[src/rtl/pet_ce_gen_if.sv]
// Control and status bundle for the PET clock-enable generator.
// The master side drives the rate/stall/debug controls; the generator sits on the slave side.
interface pet_ce_gen_if #(
  parameter int RATE_W = 7,
  parameter int CNT_W  = 32
);
  logic [1:0]        speed_sel;
  logic              fast;
  logic              stall;
  logic              pause;
  logic              step;
  logic              ce_pix_p;
  logic              ce_pix_n;
  logic              ce_cpu;
  logic [RATE_W-1:0] rate_cur;
  logic [CNT_W-1:0]  cyc_cnt;

  modport master (
    output speed_sel, fast, stall, pause, step,
    input  ce_pix_p, ce_pix_n, ce_cpu, rate_cur, cyc_cnt
  );

  modport slave (
    input  speed_sel, fast, stall, pause, step,
    output ce_pix_p, ce_pix_n, ce_cpu, rate_cur, cyc_cnt
  );
endinterface

[src/rtl/pet_ce_gen.sv]
// PET clock-enable generator: two-phase pixel enable plus a CPU enable with selectable
// rate, tape-fast override, stall hold/drop, pause/single-step and a CPU cycle counter.
module pet_ce_gen #(
  parameter int PIX_DIV    = 16,
  parameter int RATE_W     = 7,
  parameter int RATE0      = 111,
  parameter int RATE1      = 55,
  parameter int RATE2      = 27,
  parameter int RATE3      = 13,
  parameter int FAST_RATE  = 2,
  parameter int STALL_HOLD = 1,
  parameter int CNT_W      = 32
) (
  input  logic        clk,
  input  logic        reset,
  pet_ce_gen_if.slave bus
);
  localparam int PIX_W = (PIX_DIV > 2) ? $clog2(PIX_DIV) : 1;

  typedef logic [RATE_W-1:0] rate_t;

  localparam rate_t [3:0] RATE_TBL = {rate_t'(RATE3), rate_t'(RATE2),
                                      rate_t'(RATE1), rate_t'(RATE0)};

  logic [PIX_W-1:0] r_pix_div;
  rate_t            r_cpu_div;
  rate_t            r_rate_cur;
  logic             r_step_pend;
  logic             r_ce_pix_p;
  logic             r_ce_pix_n;
  logic             r_ce_cpu;
  logic [CNT_W-1:0] r_cyc_cnt;

  rate_t w_next_rate;
  logic  w_pix_last;
  logic  w_div_zero;
  logic  w_hold;
  logic  w_boundary;
  logic  w_issue;

  always_comb begin
    w_next_rate = bus.fast ? rate_t'(FAST_RATE) : RATE_TBL[bus.speed_sel];
    w_pix_last  = (r_pix_div == PIX_W'(PIX_DIV - 1));
    w_div_zero  = (r_cpu_div == '0);
    // Hold mode parks the divider on the pulse slot so the stalled pulse is only delayed.
    w_hold      = (STALL_HOLD != 0) && bus.stall && w_div_zero;
    w_boundary  = (r_cpu_div == r_rate_cur) && !w_hold;
    w_issue     = w_div_zero && !bus.stall && (!bus.pause || r_step_pend);
  end

  // Pixel divider and its two registered phases.
  always_ff @(posedge clk or posedge reset) begin
    if (reset) begin
      r_pix_div  <= '0;
      r_ce_pix_p <= 1'b0;
      r_ce_pix_n <= 1'b0;
    end else begin
      r_pix_div  <= w_pix_last ? '0 : r_pix_div + 1'b1;
      r_ce_pix_p <= (r_pix_div == '0);
      r_ce_pix_n <= (r_pix_div == PIX_W'(PIX_DIV / 2));
    end
  end

  // The rate is sampled only at the period boundary, so mid-period changes never bend a period.
  always_ff @(posedge clk or posedge reset) begin
    if (reset) begin
      r_cpu_div  <= '0;
      r_rate_cur <= rate_t'(RATE0);
    end else if (w_hold) begin
      r_cpu_div  <= r_cpu_div;
    end else if (w_boundary) begin
      r_cpu_div  <= '0;
      r_rate_cur <= w_next_rate;
    end else begin
      r_cpu_div  <= r_cpu_div + 1'b1;
    end
  end

  // A pending step survives stalls, collapses repeated steps, and dies with pause.
  always_ff @(posedge clk or posedge reset) begin
    if (reset) begin
      r_step_pend <= 1'b0;
    end else if (!bus.pause) begin
      r_step_pend <= 1'b0;
    end else if (w_issue && r_step_pend) begin
      r_step_pend <= 1'b0;
    end else if (bus.step) begin
      r_step_pend <= 1'b1;
    end
  end

  always_ff @(posedge clk or posedge reset) begin
    if (reset) begin
      r_ce_cpu  <= 1'b0;
      r_cyc_cnt <= '0;
    end else begin
      r_ce_cpu  <= w_issue;
      if (w_issue) r_cyc_cnt <= r_cyc_cnt + 1'b1;
    end
  end

  assign bus.ce_pix_p = r_ce_pix_p;
  assign bus.ce_pix_n = r_ce_pix_n;
  assign bus.ce_cpu   = r_ce_cpu;
  assign bus.rate_cur = r_rate_cur;
  assign bus.cyc_cnt  = r_cyc_cnt;

  a_pix_exclusive: assert property (@(posedge clk) disable iff (reset)
    !(r_ce_pix_p && r_ce_pix_n));

  a_div_in_range: assert property (@(posedge clk) disable iff (reset)
    r_cpu_div <= r_rate_cur);
endmodule
[src/flat_wrapper.sv]
// flat-port wrapper written by rule: the top's interface ports become plain ports
module pet_ce_gen_flat 
#(
  parameter int PIX_DIV    = 16,
  parameter int RATE_W     = 7,
  parameter int RATE0      = 111,
  parameter int RATE1      = 55,
  parameter int RATE2      = 27,
  parameter int RATE3      = 13,
  parameter int FAST_RATE  = 2,
  parameter int STALL_HOLD = 1,
  parameter int CNT_W      = 32
)
  (clk, reset, bus_speed_sel, bus_fast, bus_stall, bus_pause, bus_step, bus_ce_pix_p, bus_ce_pix_n, bus_ce_cpu, bus_rate_cur, bus_cyc_cnt);
  pet_ce_gen_if #(.RATE_W(RATE_W), .CNT_W(CNT_W)) bus_i ();
  input  logic clk;
  input  logic reset;
  input wire logic [$bits(bus_i.speed_sel)-1:0] bus_speed_sel;
  input wire logic [$bits(bus_i.fast)-1:0] bus_fast;
  input wire logic [$bits(bus_i.stall)-1:0] bus_stall;
  input wire logic [$bits(bus_i.pause)-1:0] bus_pause;
  input wire logic [$bits(bus_i.step)-1:0] bus_step;
  output wire logic [$bits(bus_i.ce_pix_p)-1:0] bus_ce_pix_p;
  output wire logic [$bits(bus_i.ce_pix_n)-1:0] bus_ce_pix_n;
  output wire logic [$bits(bus_i.ce_cpu)-1:0] bus_ce_cpu;
  output wire logic [$bits(bus_i.rate_cur)-1:0] bus_rate_cur;
  output wire logic [$bits(bus_i.cyc_cnt)-1:0] bus_cyc_cnt;
  assign bus_i.speed_sel = bus_speed_sel;
  assign bus_i.fast = bus_fast;
  assign bus_i.stall = bus_stall;
  assign bus_i.pause = bus_pause;
  assign bus_i.step = bus_step;
  assign bus_ce_pix_p = bus_i.ce_pix_p;
  assign bus_ce_pix_n = bus_i.ce_pix_n;
  assign bus_ce_cpu = bus_i.ce_cpu;
  assign bus_rate_cur = bus_i.rate_cur;
  assign bus_cyc_cnt = bus_i.cyc_cnt;
  pet_ce_gen #(.PIX_DIV(PIX_DIV), .RATE_W(RATE_W), .RATE0(RATE0), .RATE1(RATE1), .RATE2(RATE2), .RATE3(RATE3), .FAST_RATE(FAST_RATE), .STALL_HOLD(STALL_HOLD), .CNT_W(CNT_W)) u_core (.clk(clk), .reset(reset), .bus(bus_i));
endmodule
[config.mk]
export PLATFORM = sky130hd
export DESIGN_NAME = pet_ce_gen_flat
export DESIGN_NICKNAME = d
export VERILOG_FILES = /design/src/rtl/pet_ce_gen_if.sv /design/src/rtl/pet_ce_gen.sv /design/src/flat_wrapper.sv
export SDC_FILE = /design/constraint.sdc
export NUM_CORES = 1
export LEC_CHECK = 0
export ABC_CLOCK_PERIOD_IN_PS = 2500
export BUFFER_PORTS_ARGS = -buffer_cell sky130_fd_sc_hd__clkbuf_2
export CAP_MARGIN = 20
export CORE_UTILIZATION = 55
export CTS_CLUSTER_SIZE = 14
export DETAILED_ROUTE_END_ITERATION = 10
export HOLD_SLACK_MARGIN = 0.1
export PLACE_DENSITY_LB_ADDON = 0.1
export SYNTH_ARGS = -nofsm -noshare
export SYNTH_HDL_FRONTEND = slang
export SYNTH_SLANG_ARGS = --single-unit
[constraint.sdc]
create_clock -name clk -period 2.5 [get_ports clk]
set_input_delay 0.5 -clock clk [delete_from_list [all_inputs] [get_ports clk]]
set_output_delay 0.5 -clock clk [all_outputs]
set_load 0.005 [all_outputs]
# Word-level counts from Yosys, hierarchy flattened
# Index checks and enable logic that the tools add are counted.
# op_classes
add_sub_neg	3
eq_ne	4
n_reduce_logical	12
muxes	8
order_cmp	1
n_bitwise	1
# op_table
op	count
32-bit by 1-bit adder with 32-bit output, second input constant	1
7-bit 2-to-1 mux	3
7-bit binary-select mux with 2-bit select	1
4-bit == test, second input constant	2
7-bit by 1-bit adder with 7-bit output, second input constant	1
7-bit == test	1
7-bit logical NOT	1
1-bit logical AND	5
4-bit by 1-bit adder with 4-bit output, second input constant	1
4-bit logical NOT	1
4-bit 2-to-1 mux	1
1-bit logical NOT	3
2-bit by 3-bit < comparator with 1-bit output, second input constant	1
1-bit 2-to-1 mux	3
3-bit by 1-bit inequality test with 1-bit output, second input constant	1
2-bit AND reduction	1
1-bit logical OR	1
1-bit NOT	1
# word_totals
input_bits	8
elab_cells	37
ff_bits	54

# Logic depth before layout (Yosys ltp)
# logic_depth
word_depth	6
mapped_depth	9
mapped_depth_nobuf	7

# Worst setup path after synthesis
# No wires, ideal clock.
# synth_path
path_type	register to register
start	reg u_core.r_cpu_div[0]
end	reg u_core.r_cyc_cnt[1], in the netlist u_core.bus.cyc_cnt[1]
path_slack_ns	0.418
stages_incl_launch_ff	7
required_ns	2.375
path_buffers	1
setup_time_ns	0.125
period_less_slack_ns	2.082
arrival_time_ns	1.957
path_cell_list	dfrtp_1 -> inv_1 -> ha_1 -> or4b_4 -> nor4_1 -> buf_2 -> mux2_2
# synth_via
elab_chain_cells	3
# synth_lines
item	line	rtl
start, declared	pet_ce_gen.sv:26	rate_t r_cpu_div;
start signal, assigned	pet_ce_gen.sv:70	r_cpu_div <= r_cpu_div;
start signal, assigned	pet_ce_gen.sv:75	r_cpu_div <= r_cpu_div + 1'b1;
7-bit logical NOT	pet_ce_gen.sv:44	w_div_zero = (r_cpu_div == '0);
1-bit logical AND (2 in a row)	pet_ce_gen.sv:48	w_issue = w_div_zero && !bus.stall && (!bus.pause || r_step_pend);
net u_core.w_issue	pet_ce_gen.sv:39	logic w_issue;
end signal, assigned	pet_ce_gen.sv:98	if (w_issue) r_cyc_cnt <= r_cyc_cnt + 1'b1;
end, declared	pet_ce_gen.sv:32	logic [CNT_W-1:0] r_cyc_cnt;
# The timed path passes the listed nets, and every way through them passes these cells.
# A chain may end at the register's enable or synchronous reset.

# Final worst setup path
# layout_path
start	reg u_core.r_cpu_div[0]
end	reg u_core.r_cyc_cnt[1], in the netlist u_core.bus.cyc_cnt[1]
# layout_via
elab_chain_cells	3
# layout_lines
item	line
7-bit logical NOT	pet_ce_gen.sv:44
1-bit logical AND (2 in a row)	pet_ce_gen.sv:48
# No other way between the ends.

==> flow_summary.toml <==
[floorplanning]
die-height_um = 70.3
rows = 24
die-area_um2 = 4940
coreArea_um2 = 4410
start_util = 0.580
die_x_um = 70.3
ios = 50

[clocking]
cts_resized = 0
cts-buffers-inserted = 5
cts_max_level = 2
clk_latency_ns = 0.30
clockBufferDepth = 2
postCtsHoldBufs = 0
clk_pin_slew_ns = 0.10
cts_tree = "built"
cts_sinks = 54
root_buffer = "clkbuf_8"
postCtsSetupRepairBufs = 0

[synthesis]
avgSynthCellArea_um2 = 11.2
synth_seq_cells = 54
syn-cell-area_um2 = 2560
async_flop_share = 1.00
synth.yosys.seq_area_share = 0.530
yosys.area.top_type = "dfrtp_1"
netlist_instances = 229
synth_fp_nets = 246
synthSimpleGateAreaFrac = 0.218
muxShareOfSynthArea = 0.00439
synthAdderAreaFrac = 0.0439
synth_edf_count = 0
yosys-top-cells-count = "48 x dfrtp_1, 24 x xor2_1, 20 x nand2_1, 19 x xnor2_1, 15 x nand3_1"
synth_ff_type = "dfrtp_1"
ys_warn_count = 0
synth_cell_types = 38
synth_top_family_by_area = "simple AND/OR/NAND/NOR gates"
yosysMostFrequentCell = "dfrtp_1"
ys_top_cells_by_area = "dfrtp_1 47%, xor2_1 8.2%, xnor2_1 6.5%"
synth_compound_area_frac = 0.0361
synth-xor-area-share = 0.147
synthDominantCellAreaShare = 0.469

[setup_path]
r2r_slack_ns = 0.24
end_kind = "register"
critPathRequiredTime_ns = 2.69
critical_path_class = "reg2reg"
crit_fanout = 5
start_kind = "register"
arrival_ns = 2.46

[global_route]
grt_pass1_vias = 1784
grt_max_degree = 20
grt_pass1_wl_um = 7830
grt_overflow = 0
grtUsageTotal = 0.197
antenna_found_initial = 0

[sta]
slew_viol_final = 0
max_slew.worst_pin.slew_ns = 0.458
setup_tns_ns = 0
fin_worst_skew_ns = 0.00597
relSlewSlack = 0.692
setup_violations = 0
hold_viol = 0
rsz0062_at_grt = "false"
finalCritPeriodShare = 0.906
final.min_clock_period_ns = 2.26
fmax_mhz = 442

[route]
ant_nets = 0
detail_route.wirelength_um = 4460
vias = 1812
drc_errors = 0
dr.pass1.iters = 6
wl_per_cell_um = 13.1
viasPerCell = 5.33
dr.first_iter.drc_count = 78

[layout]
fin_area_um2 = 2990
syn_to_final_growth_pct = 16.8
layout.nets = 304
antenna_cells = 0
layout-drive-gt1-share = 0.306

[flow_run]
drv_cap = 0

[power_and_ir_drop]
clkPwrFrac = 0.237
p_comb_frac = 0.212
ir_worst_vdd_v = 0.000492
powerDensity_nw_per_um2 = 706
p_seq_frac = 0.551
power.switching_mw = 0.647
switching_share = 0.306
power.internal_mw = 1.47
finalPower_mw = 2.11
p_leak_nw = 1.54

[placement]
place_area_um2 = 2900
hpwl_um = 3450
gp_congestion = 0.850
port_buffers = 49

[status]
status = "completed"

[min_path]
hold_class = "in2async"
-- critical path, stage by stage, from the launching register on --
cell and delay [ns]:
dfrtp_1 0.44, inv_1 0.10, ha_1 0.14, or4b_4 0.49, nor4_1 0.43, buf_4 0.23, mux2_2 0.33
-- flip-flops by register name, indices dropped and copies added (netlist names) --
register	cells
u_core.r_pix_div	4
u_core.bus.ce_cpu	1
u_core.bus.ce_pix_n	1
u_core.r_cpu_div	7
u_core.bus.ce_pix_p	1
u_core.r_step_pend	1
u_core.bus.rate_cur	7
u_core.bus.cyc_cnt	32
-- power by group through the flow --
stage               combinational (mW)  sequential, mW  clock [mW]
floorplan                        0.309            1.16           0
global placement                 0.444            1.18           0
detailed placement               0.455            1.19           0
CTS                              0.456            1.17       0.519
global route                     0.522            1.19       0.548
finish                           0.448            1.17       0.501
-- metal layers --
metal	part of all wire	up-vias	track usage
met5	0	-	0
li1	-	897	-
met1	0.46	876	0.250
met3	0.032	5	0.0447
met2	0.50	34	0.344
met4	0.0090	0	0.0400
-- final cells by class --
| class | count | area (µm²) |
|---|---|---|
| inverters | 9 | 33.8 |
| multi-input cells | 162 | 1150 |
| repair buffers | 55 | 290 |
| fillers | 362 | 1420 |
| clock buffers | 6 | 82.6 |
| flip-flops and latches | 54 | 1360 |
| clock inverters | 2 | 12.5 |
| well taps | 52 | 65.1 |
-- path summary, 6_finish.rpt --
kind	from	cells past startpoint	to
setup reg to reg	u_core.r_cpu_div[0]	6	u_core.bus.cyc_cnt[1]
hold reg to reg	u_core.bus.cyc_cnt[31]	1	u_core.bus.cyc_cnt[31]
min in group clk	bus_speed_sel[1]	2	u_core.bus.rate_cur[5]
hold / removal	reset	2	u_core.bus.cyc_cnt[21]
setup / recovery	u_core.r_cpu_div[0]	6	u_core.bus.cyc_cnt[1]
max in group asynchronous	reset	3	u_core.bus.rate_cur[5]
-- kinds of logic after synthesis --
family,Yosys count
fa+ha+maj,9
simple gates,94
flops,54
xor+xnor,43
compound gates,15
buf+inv,13
mux,1
-- per-stage QoR --
stage               utilization  instances  hold slack [ns]  setup WS, ns
floorplan                     -        229            0.449         0.418
global placement          0.657        332            0.455         0.294
detailed placement        0.657        332            0.457         0.253
CTS                       0.678        340            0.139         0.234
global route              0.678        340            0.164        0.0752
finish                    0.678        340            0.132         0.235
-- layout by cell type (no fill, tap or decap), types with 2 or more instances in the layout --
| cell | instances |
|---|---|
| a21oi_1 | 3 |
| and2_2 | 2 |
| and3_1 | 6 |
| and3_2 | 4 |
| and4_1 | 2 |
| buf_4 | 6 |
| clkbuf_2 | 49 |
| clkbuf_8 | 6 |
| dfrtp_1 | 48 |
| dfstp_2 | 6 |
| ha_1 | 9 |
| inv_1 | 8 |
| nand2_1 | 20 |
| nand2b_1 | 3 |
| nand3_1 | 15 |
| nand4_1 | 9 |
| nor2_1 | 12 |
| nor3_1 | 4 |
| nor3_2 | 3 |
| nor4_1 | 2 |
| o21ai_0 | 6 |
| o31ai_1 | 3 |
| or2_2 | 2 |
| xnor2_1 | 19 |
| xor2_1 | 24 |
Note: power is estimated with default switching activity, not from simulation.
